==> config.mk <==
export PLATFORM = sky130hd
export DESIGN_NAME = ddr_capture_writer
export DESIGN_NICKNAME = d
export VERILOG_FILES = /design/src/rtl/ddr_capture_writer.sv
export SDC_FILE = /design/constraint.sdc
export NUM_CORES = 1
export LEC_CHECK = 0
export CORE_MARGIN = 2
export CORE_UTILIZATION = 42
export CTS_CLUSTER_DIAMETER = 120
export DETAILED_ROUTE_END_ITERATION = 7
export PLACE_DENSITY = 0.74
export REMOVE_ABC_BUFFERS = 1
export SETUP_SLACK_MARGIN = 0.4
export SLEW_MARGIN = 20
export SYNTH_ARGS = -nofsm -noshare
export SYNTH_HDL_FRONTEND = slang
export SYNTH_SLANG_ARGS = --single-unit
==> constraint.sdc <==
create_clock -name clk -period 4.08 [get_ports clk]
set_input_delay 0.612 -clock clk [delete_from_list [all_inputs] [get_ports clk]]
set_output_delay 0.612 -clock clk [all_outputs]
set_load 0.01 [all_outputs]
==> src/rtl/ddr_capture_writer.sv <==
`timescale 1ns/1ps
`default_nettype none
// =============================================================================
// ddr_capture_writer - drains an FWFT ADC FIFO into an MCB write port in fixed
// bursts; ring capture with trigger tracking or one-shot linear fill.
// Revision: 1.0
// =============================================================================
module ddr_capture_writer #(
   parameter int DATA_W    = 32,
   parameter int BURST_LEN = 64,
   parameter int ADDR_W    = 30,
   parameter int DEPTH_W   = 16,
   parameter int POST_W    = 24
) (
   input  logic                clk,
   input  logic                reset_n,
   input  logic [ADDR_W-1:0]   cfg_base_addr,
   input  logic [DEPTH_W-1:0]  cfg_depth_bursts,
   input  logic [POST_W-1:0]   cfg_post_words,
   input  logic                cfg_circular,
   input  logic                capture_arm,
   input  logic                trig_in,
   input  logic [DATA_W-1:0]   fifo_dout,
   input  logic                fifo_empty,
   input  logic                fifo_has_burst,
   output logic                fifo_rd_en,
   output logic                mcb_cmd_en,
   output logic [2:0]          mcb_cmd_instr,
   output logic [5:0]          mcb_cmd_bl,
   output logic [ADDR_W-1:0]   mcb_cmd_byte_addr,
   input  logic                mcb_cmd_full,
   output logic                mcb_wr_en,
   output logic [DATA_W-1:0]   mcb_wr_data,
   output logic [DATA_W/8-1:0] mcb_wr_mask,
   input  logic                mcb_wr_full,
   output logic                busy,
   output logic                done,
   output logic                triggered,
   output logic                wrapped,
   output logic [ADDR_W-1:0]   trig_addr,
   output logic [ADDR_W-1:0]   end_addr
);

   localparam int                BYTES         = DATA_W / 8;
   localparam int                CNT_W         = $clog2(BURST_LEN + 1);
   localparam logic [ADDR_W-1:0] c_burst_bytes = ADDR_W'(BURST_LEN * BYTES);
   localparam logic [ADDR_W-1:0] c_word_bytes  = ADDR_W'(BYTES);
   localparam logic [CNT_W-1:0]  c_last_word   = CNT_W'(BURST_LEN - 1);
   localparam logic [CNT_W-1:0]  c_burst_len   = CNT_W'(BURST_LEN);

   typedef enum logic [2:0] {
      ST_IDLE      = 3'd0,
      ST_FILL_WAIT = 3'd1,
      ST_FILL      = 3'd2,
      ST_CMD       = 3'd3,
      ST_DONE      = 3'd4
   } state_t;

   state_t              r_state, w_state_nxt;
   logic [DEPTH_W-1:0]  r_burst_idx;
   logic [CNT_W-1:0]    r_word_cnt;
   logic [POST_W-1:0]   r_post_cnt;
   logic                r_trig_prev;
   logic                r_triggered;
   logic                r_trig_pend;
   logic                r_wrapped;
   logic [ADDR_W-1:0]   r_trig_addr;
   logic [ADDR_W-1:0]   r_end_addr;

   logic [DEPTH_W-1:0]  w_last_idx;
   logic                w_last;
   logic [ADDR_W-1:0]   w_burst_addr;
   logic [ADDR_W-1:0]   w_word_addr;
   logic                w_active;
   logic                w_wr;
   logic                w_cmd_fire;
   logic                w_trig_edge;
   logic                w_stop;

   // A zero depth behaves as a single-burst ring.
   assign w_last_idx   = (cfg_depth_bursts == '0) ? '0 : cfg_depth_bursts - DEPTH_W'(1);
   assign w_last       = (r_burst_idx == w_last_idx);
   assign w_burst_addr = cfg_base_addr + ADDR_W'(r_burst_idx) * c_burst_bytes;
   assign w_word_addr  = w_burst_addr + ADDR_W'(r_word_cnt) * c_word_bytes;
   assign w_active     = (r_state == ST_FILL_WAIT) || (r_state == ST_FILL) || (r_state == ST_CMD);
   assign w_wr         = (r_state == ST_FILL) && !fifo_empty && !mcb_wr_full && (r_word_cnt < c_burst_len);
   assign w_cmd_fire   = (r_state == ST_CMD) && !mcb_cmd_full;
   assign w_trig_edge  = cfg_circular && w_active && trig_in && !r_trig_prev && !r_triggered;
   // Ring stops only once the trigger word itself has landed and enough words followed it.
   assign w_stop       = cfg_circular ? (r_triggered && !r_trig_pend && (r_post_cnt >= cfg_post_words))
                                      : w_last;

   always_comb begin
      w_state_nxt = r_state;
      case (r_state)
         ST_IDLE:      if (capture_arm) w_state_nxt = ST_FILL_WAIT;
         ST_FILL_WAIT: begin
            if (!capture_arm)                       w_state_nxt = ST_IDLE;
            else if (fifo_has_burst && !mcb_wr_full) w_state_nxt = ST_FILL;
         end
         ST_FILL:      if (w_wr && (r_word_cnt == c_last_word)) w_state_nxt = ST_CMD;
         ST_CMD: begin
            if (w_cmd_fire) begin
               if (w_stop)            w_state_nxt = ST_DONE;
               else if (!capture_arm) w_state_nxt = ST_IDLE;
               else                   w_state_nxt = ST_FILL_WAIT;
            end
         end
         ST_DONE:      if (!capture_arm) w_state_nxt = ST_IDLE;
         default:      w_state_nxt = ST_IDLE;
      endcase
   end

   always_ff @(posedge clk) begin
      if (!reset_n) begin
         r_state     <= ST_IDLE;
         r_burst_idx <= '0;
         r_word_cnt  <= '0;
         r_post_cnt  <= '0;
         r_trig_prev <= 1'b0;
         r_triggered <= 1'b0;
         r_trig_pend <= 1'b0;
         r_wrapped   <= 1'b0;
         r_trig_addr <= '0;
         r_end_addr  <= '0;
      end else begin
         r_state     <= w_state_nxt;
         // Tracked in IDLE too, so a level already high at arm is not an edge.
         r_trig_prev <= trig_in;
         if (r_state == ST_IDLE) begin
            r_burst_idx <= '0;
            r_word_cnt  <= '0;
            r_post_cnt  <= '0;
            r_triggered <= 1'b0;
            r_trig_pend <= 1'b0;
            r_wrapped   <= 1'b0;
         end else begin
            if (w_wr) r_word_cnt <= r_word_cnt + CNT_W'(1);

            if (w_trig_edge) begin
               r_triggered <= 1'b1;
               if (w_wr) r_trig_addr <= w_word_addr;
               else      r_trig_pend <= 1'b1;
            end else if (r_trig_pend && w_wr) begin
               r_trig_addr <= w_word_addr;
               r_trig_pend <= 1'b0;
            end else if (r_triggered && !r_trig_pend && w_wr && (r_post_cnt != '1)) begin
               r_post_cnt <= r_post_cnt + POST_W'(1);
            end

            if (w_cmd_fire) begin
               r_end_addr <= w_burst_addr;
               r_word_cnt <= '0;
               if (w_last) begin
                  r_burst_idx <= '0;
                  if (cfg_circular) r_wrapped <= 1'b1;
               end else begin
                  r_burst_idx <= r_burst_idx + DEPTH_W'(1);
               end
            end
         end
      end
   end

   assign fifo_rd_en        = w_wr;
   assign mcb_wr_en         = w_wr;
   assign mcb_wr_data       = fifo_dout;
   assign mcb_wr_mask       = '0;
   assign mcb_cmd_instr     = 3'b000;
   assign mcb_cmd_bl        = 6'(BURST_LEN - 1);
   assign mcb_cmd_en        = w_cmd_fire;
   assign mcb_cmd_byte_addr = (r_state == ST_CMD) ? w_burst_addr : '0;
   assign busy              = w_active;
   assign done              = (r_state == ST_DONE);
   assign triggered         = r_triggered;
   assign wrapped           = r_wrapped;
   assign trig_addr         = r_trig_addr;
   assign end_addr          = r_end_addr;

endmodule
`default_nettype wire
==> results_dict.tcl <==
set metrics [dict create \
    status "finished, final reports clean" \
    postCtsHoldBufs 0 \
    grt_pass1_vias 7543 \
    yosysWarningCount 0 \
    ant_nets 0 \
    dp_hpwl_mm 17.2 \
    peakVddDrop_mv 0.295 \
    synth_area_per_cell_um2 7.73 \
    period_share_pct 88.8 \
    numPortBuffers 175 \
    yosysTopAreaCellShare_pct 28.8 \
    cts_max_level 4 \
    critical_path_class "input port to output port" \
    cts_sinks 114 \
    finalHoldViolCount 0 \
    fin_skew_ns 0.0125 \
    wl_per_cell_um 15.6 \
    dieArea_mm2 0.0200 \
    synth_area_mm2 0.00793 \
    path_max_fanout 3 \
    endpoint "mcb_cmd_byte_addr[17]" \
    rrSetupSlack_ns 0.86 \
    seq_area_frac_synth_pct 28.8 \
    first_pass_iters 5 \
    worst_pin_slew_ns 0.763 \
    clk_latency_ns 0.42 \
    drv_slew 0 \
    clkTransAtPathRegs_ns 0.05 \
    cap_violations 0 \
    drt_iter0_drc 414 \
    clock_path_buffers 2 \
    yosys-top-cells-area "dfxtp_1, ha_1, nor2_1, xor2_1, a21oi_1" \
    met3_usage_pct 8.27 \
    cts_inserted_buffers 17 \
    r2r_end "trig_addr[26]$_SDFFE_PN0P_" \
    finalCriticalPeriod_ns 3.62 \
    critPathLaunchType "input port" \
    syn_to_final_growth_pct 36.8 \
    cts_tree "yes" \
    reg2regPathDepth 12 \
    antenna_found_initial 1 \
    num_rows 50 \
    tns_ns 0 \
    grtUsageMet2_pct 36.9 \
    num_vias 7828 \
    startpoint "cfg_base_addr[15]" \
    worst_slack_ns 0.455 \
    finalNonFillerCells 1461 \
    hold_path.class "register to register" \
    via_per_inst 5.36 \
    cp.arrival_ns 3.01 \
    netlist_instances 1026 \
    power.total_mw 2.92 \
    synth_flop_cell "dfxtp_1" \
    async_flop_share_pct 0 \
    grt_usage_pct 22.7 \
    post-place-ws_ns -0.199 \
    gr-max-usage-layer "met2" \
    drive_above_1_share_pct 13.1 \
    place_congestion 0.891 \
    use_met1_pct 27.9 \
    timing.fmax_mhz 276 \
    setup_viol 0 \
    p_leak_nw 4.33 \
    synth.most_common_cell "nor2_1" \
    end_kind "output port" \
    core_area_mm2 0.0186 \
    cp.required_ns 3.47 \
    synth_seq_cells 114 \
    cts-root-buf "clkbuf_16" \
    yosys-top-cells-count "nor2_1, dfxtp_1, nand2_1, a21oi_1, ha_1" \
    wl_mm 22.9 \
    grt_pass1_wl_mm 36.6 \
    synth_top_cell_by_area "dfxtp_1" \
    die_y_um 141 \
    r2r-start "r_burst_idx[2]$_SDFFE_PP0P_" \
    start_util_pct 42.5 \
    grt_max_degree 39 \
    rsz0062_at_grt "true" \
    n_antenna_cell 0 \
    power_density_mw_per_mm2 269 \
    slew_headroom_pct 48.4 \
    grt_remaining_overflow 0 \
    synth_edf_count 0 \
    placedCellCount 1421 \
    fp.dieW_um 141 \
    ys_types 84 \
    drc 0 \
    pin_count 253 \
    num-nets-final 1378 \
]
==> power by group <==
part           total [mW]  internal, mW  switching, mW
clock network        1.47         0.931          0.539
logic               0.325         0.165          0.160
registers            1.12          1.12        0.00644
==> metrics by stage <==
stage / instance area, um^2 / utilization (%) / hold WS (ns)
after detailed placement: 9980 / 53.5 / 0.445
after global placement: 9980 / 53.5 / 0.439
after CTS: 10700 / 57.5 / 0.451
after floorplan: 7450 / - / 0.471
final: 10800 / 58.2 / 0.450
after global routing: 10800 / 58.2 / 0.468
==> critical path: stages <==
cell and delay, ns:
clkdlybuf4s50_1 0.40, ha_1 0.33, buf_4 0.14, and2_1 0.16
a21boi_1 0.28, o31ai_1 0.09, nand4bb_2 0.31, nor2_1 0.14
clkdlybuf4s50_1 0.54
==> cell usage in the layout, fill, tap and decap left out, drive strengths merged, types with 9 or more instances in the layout <==
master / count
clkdlybuf4s50: 152
nor2: 142
dfxtp: 114
nand2: 94
a21oi: 75
buf: 72
ha: 51
inv: 47
xor2: 45
xnor2: 39
o21ai: 37
nand3: 31
nand4: 27
and3: 24
nor3: 22
clkbuf: 20
a211oi: 17
nor2b: 17
conb: 13
a21o: 12
dlygate4sd2: 12
nor4: 12
or3: 11
o21a: 9
mux2i: 9
and2: 9
==> state kept, by name, summed over array words and instances, names as in the netlist, 3 cells and up <==
signal       cells
r_word_cnt       7
end_addr        30
r_burst_idx     16
trig_addr       30
r_post_cnt      24
r_state          3
==> final cells by class <==
class / count / area, um^2
Timing Repair Buffer: 245 / 2290
Clock inverter: 12 / 133
Multi-Input combinational cell: 789 / 5210
Tap cell: 234 / 293
Clock buffer: 20 / 457
Sequential cell: 114 / 2290
Inverter: 47 / 176
Fill cell: 1703 / 7800
==> logic make-up after synthesis <==
| group | Yosys count | share of synthesized area (%) |
|---|---|---|
| AND/OR/NAND/NOR | 424 | 26.5 |
| AO/OA/AOI/OAI | 205 | 16.8 |
| multiplexers | 10 | 1.28 |
| XOR/XNOR | 84 | 9.28 |
| other | 2 | 0.0947 |
| buffers and inverters | 134 | 8.76 |
| flip-flops | 114 | 28.8 |
| adder cells (fa/ha/maj) | 53 | 8.55 |
==> repair_timing <==
action | CTS | global route
hold endpoints to repair | 0 | 0
buffers inserted | 6 | 2
pin swaps | 13 | 13
setup endpoints to repair | 16 | 15
gates resized for setup | 51 | 25
==> routing by layer <==
| metal | routed length [um] | vias up | share of wire (%) |
|---|---|---|---|
| met3 | 1910 | 25 | 8.3 |
| li1 | - | 3914 | - |
| met2 | 10600 | 251 | 46 |
| met1 | 10000 | 3636 | 44 |
| met4 | 296 | 2 | 1.3 |
| met5 | 11 | - | 0.048 |
==> worst min path at each step <==
stage / startpoint / end / slack [ns] / depth (start not counted)
2_1_floorplan: r_word_cnt[6]$_SDFFE_PP0P_ / r_word_cnt[6]$_SDFFE_PP0P_ / 0.47 / 2
3_3_place_gp: trig_addr[5]$_SDFFE_PN0P_ / trig_addr[5]$_SDFFE_PN0P_ / 0.44 / 2
3_5_place_dp: trig_addr[5]$_SDFFE_PN0P_ / trig_addr[5]$_SDFFE_PN0P_ / 0.45 / 2
4_1_cts: trig_addr[5]$_SDFFE_PN0P_ / trig_addr[5]$_SDFFE_PN0P_ / 0.45 / 2
5_1_grt: trig_addr[5]$_SDFFE_PN0P_ / trig_addr[5]$_SDFFE_PN0P_ / 0.47 / 2
6_report: trig_addr[5]$_SDFFE_PN0P_ / trig_addr[5]$_SDFFE_PN0P_ / 0.45 / 2
No activity file was read; power rests on OpenSTA's default activity.
